[src/rtl/fpga_top_if.sv]
// VGA output bundle for fpga_top: pixel clock, syncs, blank and 8-bit RGB.
interface vga_if;
  logic       VGA_CLK;
  logic       VGA_HS;
  logic       VGA_VS;
  logic       VGA_BLANK;
  logic       VGA_SYNC;
  logic [7:0] VGA_R;
  logic [7:0] VGA_G;
  logic [7:0] VGA_B;

  modport vga_ifm (
    output VGA_CLK, VGA_HS, VGA_VS, VGA_BLANK, VGA_SYNC, VGA_R, VGA_G, VGA_B
  );
endinterface

[src/rtl/fpga_top.sv]
// Board top: switch/LED status, two 1 Hz heartbeats, VGA timing and grid test pattern.
// Define TEST_PATTERN_EN for the white 16-pixel grid; otherwise RGB stays 0.
module fpga_top #(
  parameter int CLK_FREQ = 50_000_000,
  parameter int HDISP    = 800,
  parameter int VDISP    = 480,
  parameter int HFP      = 40,
  parameter int HPULSE   = 48,
  parameter int HBP      = 40,
  parameter int VFP      = 13,
  parameter int VPULSE   = 3,
  parameter int VBP      = 29
) (
  input  logic   fpga_CLK,
  input  logic   fpga_RST,
  input  logic   fpga_SW0,
  input  logic   fpga_SW1,
  output logic   fpga_LEDR0,
  output logic   fpga_LEDR1,
  output logic   fpga_LEDR2,
  output logic   fpga_LEDR3,
  output logic   fpga_SEL_CLK_AUX,
  vga_if.vga_ifm vga_ifm
);
  localparam int HTOTAL = HDISP + HFP + HPULSE + HBP;
  localparam int VTOTAL = VDISP + VFP + VPULSE + VBP;
  localparam int XW     = $clog2(HTOTAL);
  localparam int YW     = $clog2(VTOTAL);
  localparam int C1_N   = CLK_FREQ / 2;
  localparam int C2_N   = CLK_FREQ / 4;
  localparam int C1W    = $clog2(C1_N);
  localparam int C2W    = $clog2(C2_N);

  localparam logic [XW-1:0]  X_LAST  = XW'(HTOTAL - 1);
  localparam logic [XW-1:0]  X_VIS   = XW'(HDISP);
  localparam logic [XW-1:0]  HS_LO   = XW'(HDISP + HFP);
  localparam logic [XW-1:0]  HS_HI   = XW'(HDISP + HFP + HPULSE);
  localparam logic [YW-1:0]  Y_LAST  = YW'(VTOTAL - 1);
  localparam logic [YW-1:0]  Y_VIS   = YW'(VDISP);
  localparam logic [YW-1:0]  VS_LO   = YW'(VDISP + VFP);
  localparam logic [YW-1:0]  VS_HI   = YW'(VDISP + VFP + VPULSE);
  localparam logic [C1W-1:0] C1_LAST = C1W'(C1_N - 1);
  localparam logic [C2W-1:0] C2_LAST = C2W'(C2_N - 1);

  logic [C1W-1:0] c1_q, c1_d;
  logic [C2W-1:0] c2_q, c2_d;
  logic           led1_q, led1_d, led2_q, led2_d, led3_q, led3_d;
  logic           pix_en_q, pix_en_d;
  logic [XW-1:0]  x_q, x_d;
  logic [YW-1:0]  y_q, y_d;
  logic           hs_q, hs_d, vs_q, vs_d, blank_q, blank_d;
  logic [7:0]     rgb_q, rgb_d;
  logic           visible, grid;

  assign visible = (x_q < X_VIS) && (y_q < Y_VIS);

`ifdef TEST_PATTERN_EN
  assign grid = (x_q[3:0] == 4'd0) || (y_q[3:0] == 4'd0);
`else
  assign grid = 1'b0;
`endif

  always_comb begin
    c1_d     = (c1_q == C1_LAST) ? '0 : c1_q + C1W'(1);
    led1_d   = led1_q ^ (c1_q == C1_LAST);
    led3_d   = 1'b1;
    pix_en_d = ~pix_en_q;
    c2_d     = c2_q;
    led2_d   = led2_q;
    x_d      = x_q;
    y_d      = y_q;
    hs_d     = hs_q;
    vs_d     = vs_q;
    blank_d  = blank_q;
    rgb_d    = rgb_q;
    if (pix_en_q) begin
      c2_d   = (c2_q == C2_LAST) ? '0 : c2_q + C2W'(1);
      led2_d = led2_q ^ (c2_q == C2_LAST);
      x_d    = (x_q == X_LAST) ? '0 : x_q + XW'(1);
      if (x_q == X_LAST)
        y_d = (y_q == Y_LAST) ? '0 : y_q + YW'(1);
      // Outputs encode the current x/y, so they lag the counters by one tick.
      hs_d    = !((x_q >= HS_LO) && (x_q < HS_HI));
      vs_d    = !((y_q >= VS_LO) && (y_q < VS_HI));
      blank_d = visible;
      rgb_d   = (visible && grid) ? 8'hFF : 8'h00;
    end
  end

  always_ff @(posedge fpga_CLK) begin
    if (fpga_RST) begin
      c1_q     <= '0;
      c2_q     <= '0;
      led1_q   <= 1'b0;
      led2_q   <= 1'b0;
      led3_q   <= 1'b0;
      pix_en_q <= 1'b0;
      x_q      <= '0;
      y_q      <= '0;
      hs_q     <= 1'b1;
      vs_q     <= 1'b1;
      blank_q  <= 1'b0;
      rgb_q    <= 8'h00;
    end else begin
      c1_q     <= c1_d;
      c2_q     <= c2_d;
      led1_q   <= led1_d;
      led2_q   <= led2_d;
      led3_q   <= led3_d;
      pix_en_q <= pix_en_d;
      x_q      <= x_d;
      y_q      <= y_d;
      hs_q     <= hs_d;
      vs_q     <= vs_d;
      blank_q  <= blank_d;
      rgb_q    <= rgb_d;
    end
  end

  assign fpga_LEDR0       = fpga_SW0;
  assign fpga_SEL_CLK_AUX = fpga_SW1;
  assign fpga_LEDR1       = led1_q;
  assign fpga_LEDR2       = led2_q;
  assign fpga_LEDR3       = led3_q;

  assign vga_ifm.VGA_CLK   = pix_en_q;
  assign vga_ifm.VGA_HS    = hs_q;
  assign vga_ifm.VGA_VS    = vs_q;
  assign vga_ifm.VGA_BLANK = blank_q;
  assign vga_ifm.VGA_SYNC  = 1'b0;
  assign vga_ifm.VGA_R     = rgb_q;
  assign vga_ifm.VGA_G     = rgb_q;
  assign vga_ifm.VGA_B     = rgb_q;
endmodule

[src/flat_wrapper.sv]
// flat-port wrapper written by rule: the top's interface ports become plain ports
module fpga_top_flat 
#(
  parameter int CLK_FREQ = 50_000_000,
  parameter int HDISP    = 800,
  parameter int VDISP    = 480,
  parameter int HFP      = 40,
  parameter int HPULSE   = 48,
  parameter int HBP      = 40,
  parameter int VFP      = 13,
  parameter int VPULSE   = 3,
  parameter int VBP      = 29
)
  (fpga_CLK, fpga_RST, fpga_SW0, fpga_SW1, fpga_LEDR0, fpga_LEDR1, fpga_LEDR2, fpga_LEDR3, fpga_SEL_CLK_AUX, vga_ifm_VGA_CLK, vga_ifm_VGA_HS, vga_ifm_VGA_VS, vga_ifm_VGA_BLANK, vga_ifm_VGA_SYNC, vga_ifm_VGA_R, vga_ifm_VGA_G, vga_ifm_VGA_B);
  vga_if vga_ifm_i ();
  input  logic fpga_CLK;
  input  logic fpga_RST;
  input  logic fpga_SW0;
  input  logic fpga_SW1;
  output logic fpga_LEDR0;
  output logic fpga_LEDR1;
  output logic fpga_LEDR2;
  output logic fpga_LEDR3;
  output logic fpga_SEL_CLK_AUX;
  output wire logic [$bits(vga_ifm_i.VGA_CLK)-1:0] vga_ifm_VGA_CLK;
  output wire logic [$bits(vga_ifm_i.VGA_HS)-1:0] vga_ifm_VGA_HS;
  output wire logic [$bits(vga_ifm_i.VGA_VS)-1:0] vga_ifm_VGA_VS;
  output wire logic [$bits(vga_ifm_i.VGA_BLANK)-1:0] vga_ifm_VGA_BLANK;
  output wire logic [$bits(vga_ifm_i.VGA_SYNC)-1:0] vga_ifm_VGA_SYNC;
  output wire logic [$bits(vga_ifm_i.VGA_R)-1:0] vga_ifm_VGA_R;
  output wire logic [$bits(vga_ifm_i.VGA_G)-1:0] vga_ifm_VGA_G;
  output wire logic [$bits(vga_ifm_i.VGA_B)-1:0] vga_ifm_VGA_B;
  assign vga_ifm_VGA_CLK = vga_ifm_i.VGA_CLK;
  assign vga_ifm_VGA_HS = vga_ifm_i.VGA_HS;
  assign vga_ifm_VGA_VS = vga_ifm_i.VGA_VS;
  assign vga_ifm_VGA_BLANK = vga_ifm_i.VGA_BLANK;
  assign vga_ifm_VGA_SYNC = vga_ifm_i.VGA_SYNC;
  assign vga_ifm_VGA_R = vga_ifm_i.VGA_R;
  assign vga_ifm_VGA_G = vga_ifm_i.VGA_G;
  assign vga_ifm_VGA_B = vga_ifm_i.VGA_B;
  fpga_top #(.CLK_FREQ(CLK_FREQ), .HDISP(HDISP), .VDISP(VDISP), .HFP(HFP), .HPULSE(HPULSE), .HBP(HBP), .VFP(VFP), .VPULSE(VPULSE), .VBP(VBP)) u_core (.fpga_CLK(fpga_CLK), .fpga_RST(fpga_RST), .fpga_SW0(fpga_SW0), .fpga_SW1(fpga_SW1), .fpga_LEDR0(fpga_LEDR0), .fpga_LEDR1(fpga_LEDR1), .fpga_LEDR2(fpga_LEDR2), .fpga_LEDR3(fpga_LEDR3), .fpga_SEL_CLK_AUX(fpga_SEL_CLK_AUX), .vga_ifm(vga_ifm_i));
endmodule
[config.mk]
export PLATFORM = sky130hd
export DESIGN_NAME = fpga_top_flat
export DESIGN_NICKNAME = d
export VERILOG_FILES = /design/src/rtl/fpga_top_if.sv /design/src/rtl/fpga_top.sv /design/src/flat_wrapper.sv
export SDC_FILE = /design/constraint.sdc
export NUM_CORES = 1
export LEC_CHECK = 0
export ABC_AREA = 0
export BUFFER_PORTS_ARGS = -buffer_cell sky130_fd_sc_hd__buf_4
export CAP_MARGIN = 40
export CORE_ASPECT_RATIO = 1.4
export CORE_MARGIN = 4
export CORE_UTILIZATION = 53
export CTS_CLUSTER_SIZE = 28
export DETAILED_ROUTE_END_ITERATION = 6
export PLACE_DENSITY = 0.81
export SLEW_MARGIN = 5
export SYNTH_ARGS = -nofsm -noshare
export SYNTH_HDL_FRONTEND = slang
export SYNTH_SLANG_ARGS = --single-unit
[constraint.sdc]
create_clock -name fpga_CLK -period 2.3 [get_ports fpga_CLK]
set_clock_uncertainty 0.2 [all_clocks]
set_input_delay 0.115 -clock fpga_CLK [delete_from_list [all_inputs] [get_ports fpga_CLK]]
set_output_delay 0.115 -clock fpga_CLK [all_outputs]
set_load 0.03 [all_outputs]
==> flow_metrics.tcl, run 1 <==
set metrics [dict create \
    port_buffers 8 \
    tns_ns 0 \
    initial_core_util 0.5453 \
    tritoncts "built" \
    fillers 602 \
    synth-seq-area-share 0.3996 \
    power_density_mw_per_mm2 652.4 \
    synth_ff_type "dfxtp_1" \
    hold_viol 0 \
    ff2ff_setup_slack_ns 0.16 \
    rows 36 \
    cp-endpoint "u_core.c1_q[20]$_SDFF_PP0_" \
    synthArstFlopShare 0 \
    ys_ff_latch 76 \
    drt_iter0_markers 234 \
    grt_overflow_total 0 \
    antenna_left 0 \
    drt_wl_total_um 7840 \
    drt-wirelength-per-cell_um 13.78 \
    boundaryPins 38 \
    num_antenna_cells 0 \
    grt_pass1_vias 3141 \
    synth_edf_count 0 \
    hold_ws_ns 0.03007 \
    worstPathRequired_ns 2.38 \
    min_period_over_period 0.9284 \
    cp_cell_sequence "ha_1, nand4_1, or4_4, or4_1, a21oi_1" \
    cp-start-kind "flip-flop" \
    die_w_um 79.63 \
    drv_cap 0 \
    slowest_stage "or4_4" \
    synth.area.top_cells "dfxtp_1, buf_4, a21oi_1" \
    postSynthCellCount 453 \
    period_needed_ns 2.135 \
    grt_max_degree 25 \
    insertion_delay_ns 0.35 \
    grt_usage 0.1931 \
    placeableCoreArea_mm2 0.006982 \
    cts_num_sinks 76 \
    hpwlAfterDp_um 5567 \
    timing.rr.start "u_core.c1_q[1]$_SDFF_PP0_" \
    die-area_mm2 0.008623 \
    drive_above_1_share 0.09705 \
    power_mw 2.730 \
    antenna_found_initial 0 \
    yosysWarnings 0 \
    drc 0 \
    p_leak_nw 1.434 \
    routed_via_density 5.752 \
    fin_nets 480 \
    grt_pass1_wl_um 13520 \
    path_clk_slew_ns 0.08 \
    ys_types 45 \
    post-route-util 0.5993 \
    rsz0062_at_grt "false" \
    cts-htree-levels 3 \
    dieHeight_um 108.3 \
    postCtsSetupBuffers 0 \
    max_freq_mhz 468.3 \
    worst_setup_path_end_kind "flip-flop" \
    cp_slowest_stage_delay_ns 0.59 \
    slew_viol_final 0 \
    crit_path_start "u_core.c1_q[1]$_SDFF_PP0_" \
    r2r_end "u_core.c1_q[20]$_SDFF_PP0_" \
    arrival_ns 2.21 \
    cts_max_path_buffers 2 \
    cp_max_fo 9 \
    min_path_cells 0 \
    dr.pass1.iters 5 \
    clockRootBuffer "clkbuf_8" \
    syn_area_mm2 0.003807 \
    avgSynthCellArea_um2 8.405 \
    synth_top_cell_by_area "dfxtp_1" \
    num_vias 3273 \
    ir_drop_uv 406.9 \
    hp-class "in2out" \
    status "complete, no violations" \
    critPathKind "reg2reg" \
    setup_violations 0 \
    reg2reg_depth 5 \
    gp_congestion 0.8509 \
    areaGrowthSynthToFinish_pct 9.891 \
    yosysTopAreaCellShare 0.3996 \
    cts_made_buffers 9 \
]
## stage by stage
stage | instances | setup slack (ns) | area [um^2]
2_1_floorplan | 477 | 0.05499 | 3897
4_1_cts | 569 | 0.05839 | 4180
3_5_place_dp | 552 | 0.07540 | 3921
3_3_place_gp | 552 | 0.1330 | 3921
6_report | 569 | 0.1646 | 4184
5_1_grt | 569 | 0.04482 | 4184
## cells in the mapped netlist, types with 2 or more instances
| cell type | n |
|---|---|
| a21oi_1 | 37 |
| and2_1 | 5 |
| and3_1 | 16 |
| and3b_1 | 2 |
| and4_1 | 5 |
| buf_2 | 2 |
| buf_4 | 27 |
| clkbuf_1 | 11 |
| dfxtp_1 | 76 |
| ha_1 | 7 |
| inv_1 | 11 |
| nand2_1 | 29 |
| nand3_1 | 22 |
| nand4_1 | 26 |
| nor2_1 | 41 |
| nor3_1 | 8 |
| nor4_1 | 6 |
| nor4b_1 | 2 |
| nor4bb_1 | 2 |
| o211ai_1 | 2 |
| o21ai_0 | 21 |
| o21ai_1 | 2 |
| o31ai_1 | 10 |
| or3_1 | 21 |
| or4_1 | 12 |
| xnor2_1 | 16 |
| xor2_1 | 16 |
## worst max-delay path: cells and delay by family (launching register included)
kind	cells	cell delay (ns)
and+or+nand+nor	3	1.14
DFF	1	0.37
AOI/OAI and AO/OA	1	0.14
adders and majority gates	1	0.22
## layer usage
layer,vias to the layer above,part of all wire,track usage
li1,1623,-,-
met1,1545,0.40,0.2178
met2,89,0.53,0.3417
met3,16,0.049,0.04167
met4,0,0.023,0.09091
met5,-,0,0
## flip-flops by register name (all words and copies together), names as in the netlist
signal / count
u_core.fpga_LEDR1: 1
u_core.vga_ifm.VGA_CLK: 1
u_core.fpga_LEDR2: 1
u_core.c2_q: 24
u_core.vga_ifm.VGA_BLANK: 1
u_core.vga_ifm.VGA_HS: 1
u_core.vga_ifm.VGA_VS: 1
u_core.c1_q: 25
u_core.fpga_LEDR3: 1
u_core.x_q: 10
u_core.y_q: 10
## report_power, final
| part | internal (mW) | leakage, nW | switching (mW) |
|---|---|---|---|
| sequential | 1.33 | 0.614 | 0.0128 |
| combinational | 0.0332 | 0.696 | 0.110 |
| clock | 0.757 | 0.124 | 0.489 |
## cell usage in the layout, fill, tap and decap left out, drive strengths merged, types with 16 or more instances in the layout
master and n:
and3 16, nand2 29, xnor2 16, xor2 16, or3 21, nand4 26
nand3 23, buf 21, dfxtp 76, nor2 41, o21ai 23, conb 25
a21oi 37
## area by class of cell
type | count | area, um^2 | area share
sequential | 76 | 1521 | 0.3636
multi-input combinational | 348 | 2069 | 0.4946
clock buffer | 11 | 141.4 | 0.03379
inverter | 12 | 45.04 | 0.01077
clock inverter | 5 | 107.6 | 0.02572
timing repair buffer | 22 | 180.2 | 0.04306
tap | 95 | 118.9 | 0.02841
## worst min-delay path by stage
stage,from,end,slack (ns)
6_report,fpga_SW1,fpga_SEL_CLK_AUX,0.03
5_1_grt,fpga_SW1,fpga_SEL_CLK_AUX,0.03
4_1_cts,fpga_SW0,fpga_LEDR0,0.03
3_5_place_dp,fpga_SW0,fpga_LEDR0,0.03
3_3_place_gp,fpga_SW0,fpga_LEDR0,0.03
2_1_floorplan,fpga_SW0,fpga_LEDR0,0.16
## kinds of logic after synthesis
family	share of synthesized area
adder cells (fa/ha/maj)	0.02300
buffers and inverters	0.08150
AO/OA/AOI/OAI	0.1196
flip-flops	0.3996
AND/OR/NAND/NOR	0.3017
XOR/XNOR	0.07361
other	0.0009849
## timing repair
action                                  4_1_cts  5_1_grt
endpoints found under the setup margin        0        2
hold buffers                                  1        0
resized for setup                             0        1
endpoints found under the hold margin        16        0
No activity file was read; power rests on OpenSTA's default activity.
==> run 2, diff against run 1 <==
--- a/config.mk
+++ b/config.mk
@@ -10,10 +10,10 @@
 export CAP_MARGIN = 40
 export CORE_ASPECT_RATIO = 1.4
 export CORE_MARGIN = 4
-export CORE_UTILIZATION = 53
+export CORE_UTILIZATION = 55
 export CTS_CLUSTER_SIZE = 28
 export DETAILED_ROUTE_END_ITERATION = 6
-export PLACE_DENSITY = 0.81
+export PLACE_DENSITY = 0.8
 export SLEW_MARGIN = 5
 export SYNTH_ARGS = -nofsm -noshare
 export SYNTH_HDL_FRONTEND = slang
==> constraint.sdc (replaced) <==
create_clock -name fpga_CLK -period 2.2 [get_ports fpga_CLK]
set_clock_uncertainty 0.2 [all_clocks]
set_input_delay 0.11 -clock fpga_CLK [delete_from_list [all_inputs] [get_ports fpga_CLK]]
set_output_delay 0.11 -clock fpga_CLK [all_outputs]
set_load 0.03 [all_outputs]
==> run 2 against run 1 <==
Register-to-register slack lost 0.07 ns. Combinational power grew 12%. Sequential share of layout area is 0.41 points lower. Global-route usage grew 0.91 points. Sequential cell count unchanged. Largest power group unchanged.
==> flow_metrics.tcl, run 2 (synthesis gave the netlist of run 1 again) <==
set metrics [dict create \
    status "complete, no violations" \
    fin_nets 491 \
    antenna_left 0 \
    maxUsedRoutingLayer "met4" \
    ff2ff_setup_slack_ns 0.1 \
    largest-register "u_core.c1_q" \
    cts_num_sinks 76 \
    worstPathRequired_ns 2.27 \
    rows 35 \
    hold_ws_ns 0.02007 \
    cts_max_path_buffers 2 \
    hold_viol 0 \
    slew_viol_final 0 \
    tritoncts "built" \
    drv_cap 0 \
    cts_made_buffers 9 \
    max_freq_mhz 476.1 \
    period_needed_ns 2.100 \
    drt_wl_total_um 7888 \
    min_period_over_period 0.9548 \
    dr.pass1.iters 4 \
    pre_cts_ws_ns 0.04897 \
    areaGrowthSynthToFinish_pct 11.40 \
    antenna_found_initial 0 \
    grt_pass1_vias 3175 \
    timing.final.ws_setup_ns 0.09952 \
    num_vias 3305 \
    slowest_stage "or4_4" \
    die_w_um 78.32 \
    setup_violations 0 \
    mostFrequentLayoutCells "dfxtp_1, nor2_1, a21oi_1" \
    grt_usage 0.2022 \
    tns_ns 0 \
    path_clk_slew_ns 0.07 \
    timing.rr.start "u_core.c1_q[2]$_SDFF_PP0_" \
    hp-class "in2out" \
    register_area_mm2 0.001525 \
    drt_iter0_markers 189 \
    routed_via_density 5.738 \
    routed-wl-met2_um 4171 \
    grt_max_degree 20 \
    cts-htree-levels 3 \
    placeableCoreArea_mm2 0.006656 \
    grt_pass1_wl_um 13980 \
    cp_max_fo 11 \
    boundaryPins 38 \
    arrival_ns 2.17 \
    worstHoldEndpoint "fpga_LEDR0" \
    p_leak_nw 1.472 \
    drt-wirelength-per-cell_um 13.69 \
    final_common_cell "dfxtp_1" \
    multi_input_area_mm2 0.002076 \
    hold_start "fpga_SW0" \
    dieHeight_um 106.4 \
    top_regs "u_core.c1_q x25, u_core.c2_q x24" \
    dr_wl_met3_um 300 \
    hpwlAfterDp_um 5809 \
    insertion_delay_ns 0.34 \
    ir_drop_uv 526.2 \
    fillers 590 \
    cp_cell_sequence "nand3_2, or4_4, or4_1, a21oi_1" \
    post-route-util 0.6372 \
    min_path_cells 0 \
    largest_register_ffs 25 \
    cp-start-kind "flip-flop" \
    power_mw 2.684 \
    die-area_mm2 0.008337 \
    worst_setup_path_end_kind "flip-flop" \
    reg2reg_depth 4 \
    num_antenna_cells 0 \
    critPathKind "reg2reg" \
    cp_slowest_stage_delay_ns 0.63 \
    r2r_end "u_core.c1_q[23]$_SDFF_PP0_" \
    grt_overflow_total 0 \
    power_density_mw_per_mm2 632.8 \
    rsz0062_at_grt "false" \
    drc 0 \
    drive_above_1_share 0.1260 \
    gp_congestion 0.8591 \
    port_buffers 8 \
    initial_core_util 0.5720 \
    met1_length_um 3177 \
    clockRootBuffer "clkbuf_8" \
]
[run 2: cell count changes in the layout (fill, tap and decap cells not counted), sizes merged]
cell and change:
buf +11, inv -1, bufinv -1, clkinv +1, clkbuf -1, clkinvlp +1
[run 2: report_power, final]
part           switching, mW  total (mW)  internal, mW
Sequential            0.0116        1.40          1.39
Clock                  0.494        1.12         0.629
Combinational          0.118       0.160        0.0413
[run 2: repair_timing]
item | 4_1_cts | 5_1_grt
endpoints found under the setup margin | 0 | 6
gates resized for setup | 0 | 5
setup buffers | 0 | 2
hold buffers | 1 | 0
endpoints found under the hold margin | 16 | 0
[run 2: worst max-delay path by stage]
stage                                      startpoint                            to  slack, ns  depth (start not counted)
after floorplan             u_core.c1_q[0]$_SDFF_PP0_    u_core.c1_q[20]$_SDFF_PP0_       0.01                          6
after global placement      u_core.c1_q[0]$_SDFF_PP0_    u_core.c1_q[20]$_SDFF_PP0_       0.08                          5
after detailed placement    u_core.c1_q[0]$_SDFF_PP0_    u_core.c1_q[20]$_SDFF_PP0_       0.05                          5
after CTS                   u_core.c1_q[0]$_SDFF_PP0_    u_core.c1_q[20]$_SDFF_PP0_       0.03                          5
after global routing      u_core.c2_q[3]$_SDFFE_PP0P_  u_core.c2_q[23]$_SDFFE_PP0P_      0.006                          4
final                       u_core.c1_q[2]$_SDFF_PP0_    u_core.c1_q[23]$_SDFF_PP0_        0.1                          4
[run 2: metal layers]
layer  up-vias  track usage
met5         -            0
met4         0      0.08375
met3        22      0.03983
met2        67       0.3615
met1      1571       0.2322
li1       1645            -
[run 2: metrics by stage]
stage | cells | area [um^2]
4_1_cts | 574 | 4214
6_report | 576 | 4242
3_5_place_dp | 558 | 3999
2_1_floorplan | 477 | 3899
3_3_place_gp | 558 | 3999
5_1_grt | 576 | 4242
[run 2: critical path, delay by kind of cell (launching register included)]
family | cells | cell delay [ns]
AND/OR/NAND/NOR | 3 | 1.28
flip-flops | 1 | 0.40
AO/OA/AOI/OAI | 1 | 0.15
[run 2: final cells by class]
| type | count | area share |
|---|---|---|
| multi-input cells | 348 | 0.4894 |
| flip-flops and latches | 76 | 0.3596 |
| repair buffers | 33 | 0.06490 |
| clock buffers | 10 | 0.03009 |
| well taps | 92 | 0.02714 |
| clock inverters | 5 | 0.01829 |
| inverters | 12 | 0.01062 |
==> run 3, diff against run 2 <==
==> constraint.sdc (replaced) <==
create_clock -name fpga_CLK -period 2.2 [get_ports fpga_CLK]
set_clock_uncertainty 0.2 [all_clocks]
set_input_delay 0 -clock fpga_CLK [delete_from_list [all_inputs] [get_ports fpga_CLK]]
set_output_delay 0 -clock fpga_CLK [all_outputs]
set_load 0.03 [all_outputs]
==> run 3 against run 2 <==
First-iteration DRC count up 15%. Critical endpoint unchanged. Routed wire length up 0.53%. Largest cell class unchanged. Power up 0.32%.
==> flow_metrics.tcl, run 3 (synthesis gave the netlist of run 1 again) <==
set metrics [dict create \
    rsz0062_at_grt "false" \
    path_clk_slew_ns 0.08 \
    routed_via_density 5.753 \
    grt_overflow_total 0 \
    p_leak_nw 1.480 \
    reg2reg_depth 4 \
    slew_viol_final 0 \
    period_needed_ns 2.106 \
    ff2ff_setup_slack_ns 0.09 \
    dieHeight_um 106.4 \
    timing.rr.start "u_core.c1_q[2]$_SDFF_PP0_" \
    ir_drop_uv 529.8 \
    setup_violations 0 \
    tritoncts "built" \
    min_path_cells 2 \
    p_int_mw 2.063 \
    slowest_stage "or4_4" \
    cts-htree-levels 3 \
    cts_made_buffers 9 \
    worstPathRequired_ns 2.27 \
    status "complete, no violations" \
    areaGrowthSynthToFinish_pct 11.93 \
    mostFrequentLayoutCells "dfxtp_1, nor2_1, a21oi_1" \
    boundaryPins 38 \
    grt_max_degree 20 \
    switchingPower_mw 0.6299 \
    die_w_um 78.32 \
    port_buffers 8 \
    drv_cap 0 \
    drt-wirelength-per-cell_um 13.72 \
    arrival_ns 2.17 \
    num_antenna_cells 0 \
    dp.cells 558 \
    cp-start-kind "flip-flop" \
    die-area_mm2 0.008337 \
    cts_max_path_buffers 2 \
    cp_cell_sequence "nand3_2, or4_4, or4_1, a21oi_1" \
    drc 0 \
    grt_usage 0.2024 \
    clockRootBuffer "clkbuf_8" \
    power_density_mw_per_mm2 631.8 \
    initial_core_util 0.5720 \
    final_common_cell "dfxtp_1" \
    tns_ns 0 \
    rows 35 \
    largest_register_ffs 25 \
    worst_setup_path_end_kind "flip-flop" \
    gp_congestion 0.8591 \
    drive_above_1_share 0.1255 \
    fin_nets 493 \
    top_regs "u_core.c1_q x25, u_core.c2_q x24" \
    largest-register "u_core.c1_q" \
    crit_path_start "u_core.c1_q[2]$_SDFF_PP0_" \
    max_freq_mhz 474.8 \
    antenna_left 0 \
    sw_frac_of_total 0.2340 \
    grt_pass1_vias 3179 \
    hold_start "u_core.vga_ifm.VGA_BLANK$_SDFFE_PP0P_" \
    num_vias 3325 \
    power_frac_clock 0.418 \
    min_period_over_period 0.9574 \
    final_cell_count_no_fill 578 \
    seqPwrFrac 0.520 \
    dr.pass1.iters 4 \
    insertion_delay_ns 0.34 \
    cp_max_fo 11 \
    antenna_found_initial 0 \
    combPwrFrac 0.062 \
    grt_pass1_wl_um 13990 \
    drt_wl_total_um 7930 \
    hold_ws_ns 0.2724 \
    drt_iter0_markers 217 \
    cp_slowest_stage_delay_ns 0.63 \
    hp-class "reg2reg" \
    hold_viol 0 \
    placeableCoreArea_mm2 0.006656 \
    cts_num_sinks 76 \
    critPathKind "reg2reg" \
    hpwlAfterDp_um 5809 \
]
run 3: path summary, 6_finish.rpt:
| kind | endpoint |
|---|---|
| max reg2reg | u_core.c1_q[23]$_SDFF_PP0_ |
| min | u_core.vga_ifm.VGA_BLANK$_SDFFE_PP0P_ |
| max | u_core.c1_q[23]$_SDFF_PP0_ |
| min reg2reg | u_core.vga_ifm.VGA_BLANK$_SDFFE_PP0P_ |
run 3: layout make-up:
type                       count  area (um^2)
timing repair buffer          35        295.3
multi-input combinational    348         2076
clock buffer                  10        127.6
clock inverter                 5        77.57
sequential                    76         1525
fill                         588         2395
inverter                      12        45.04
tap                           92        115.1
run 3: critical path: cells and delay by family (launching register included):
kind,cells,cell delay (ns)
AO/OA/AOI/OAI,1,0.15
AND/OR/NAND/NOR,3,1.28
flip-flops,1,0.40
run 3: timing repair:
item,in CTS,in global routing
setup buffers,0,2
gates resized for setup,0,5
endpoints found under the setup margin,0,6
hold endpoints to repair,19,0
hold buffers,3,0
run 3: routing by layer:
| layer | GRT usage | wire length (um) | vias to the layer above |
|---|---|---|---|
| met5 | 0 | 0 | - |
| met4 | 0.08375 | 246 | 0 |
| met3 | 0.03983 | 281 | 23 |
| met2 | 0.3615 | 4198 | 63 |
| met1 | 0.2328 | 3204 | 1590 |
| li1 | - | - | 1649 |
run 3: power by group through the flow:
| stage | Sequential, mW | Clock (mW) | Combinational, mW |
|---|---|---|---|
| after global placement | 1.43 | 0 | 0.156 |
| after global routing | 1.40 | 1.20 | 0.180 |
| final | 1.40 | 1.12 | 0.167 |
| after CTS | 1.40 | 1.14 | 0.166 |
| after floorplan | 1.44 | 0 | 0.147 |
| after detailed placement | 1.43 | 0 | 0.157 |
run 3: stage by stage:
stage,cell area (um^2),total power [mW],util,worst slack (ns)
2_1_floorplan,3899,1.587,-,0.01349
3_3_place_gp,3999,1.587,0.6008,0.07553
3_5_place_dp,3999,1.590,0.6008,0.04897
4_1_cts,4234,2.707,0.6361,0.03328
5_1_grt,4262,2.787,0.6402,0.006042
6_report,4262,2.692,0.6402,0.09377
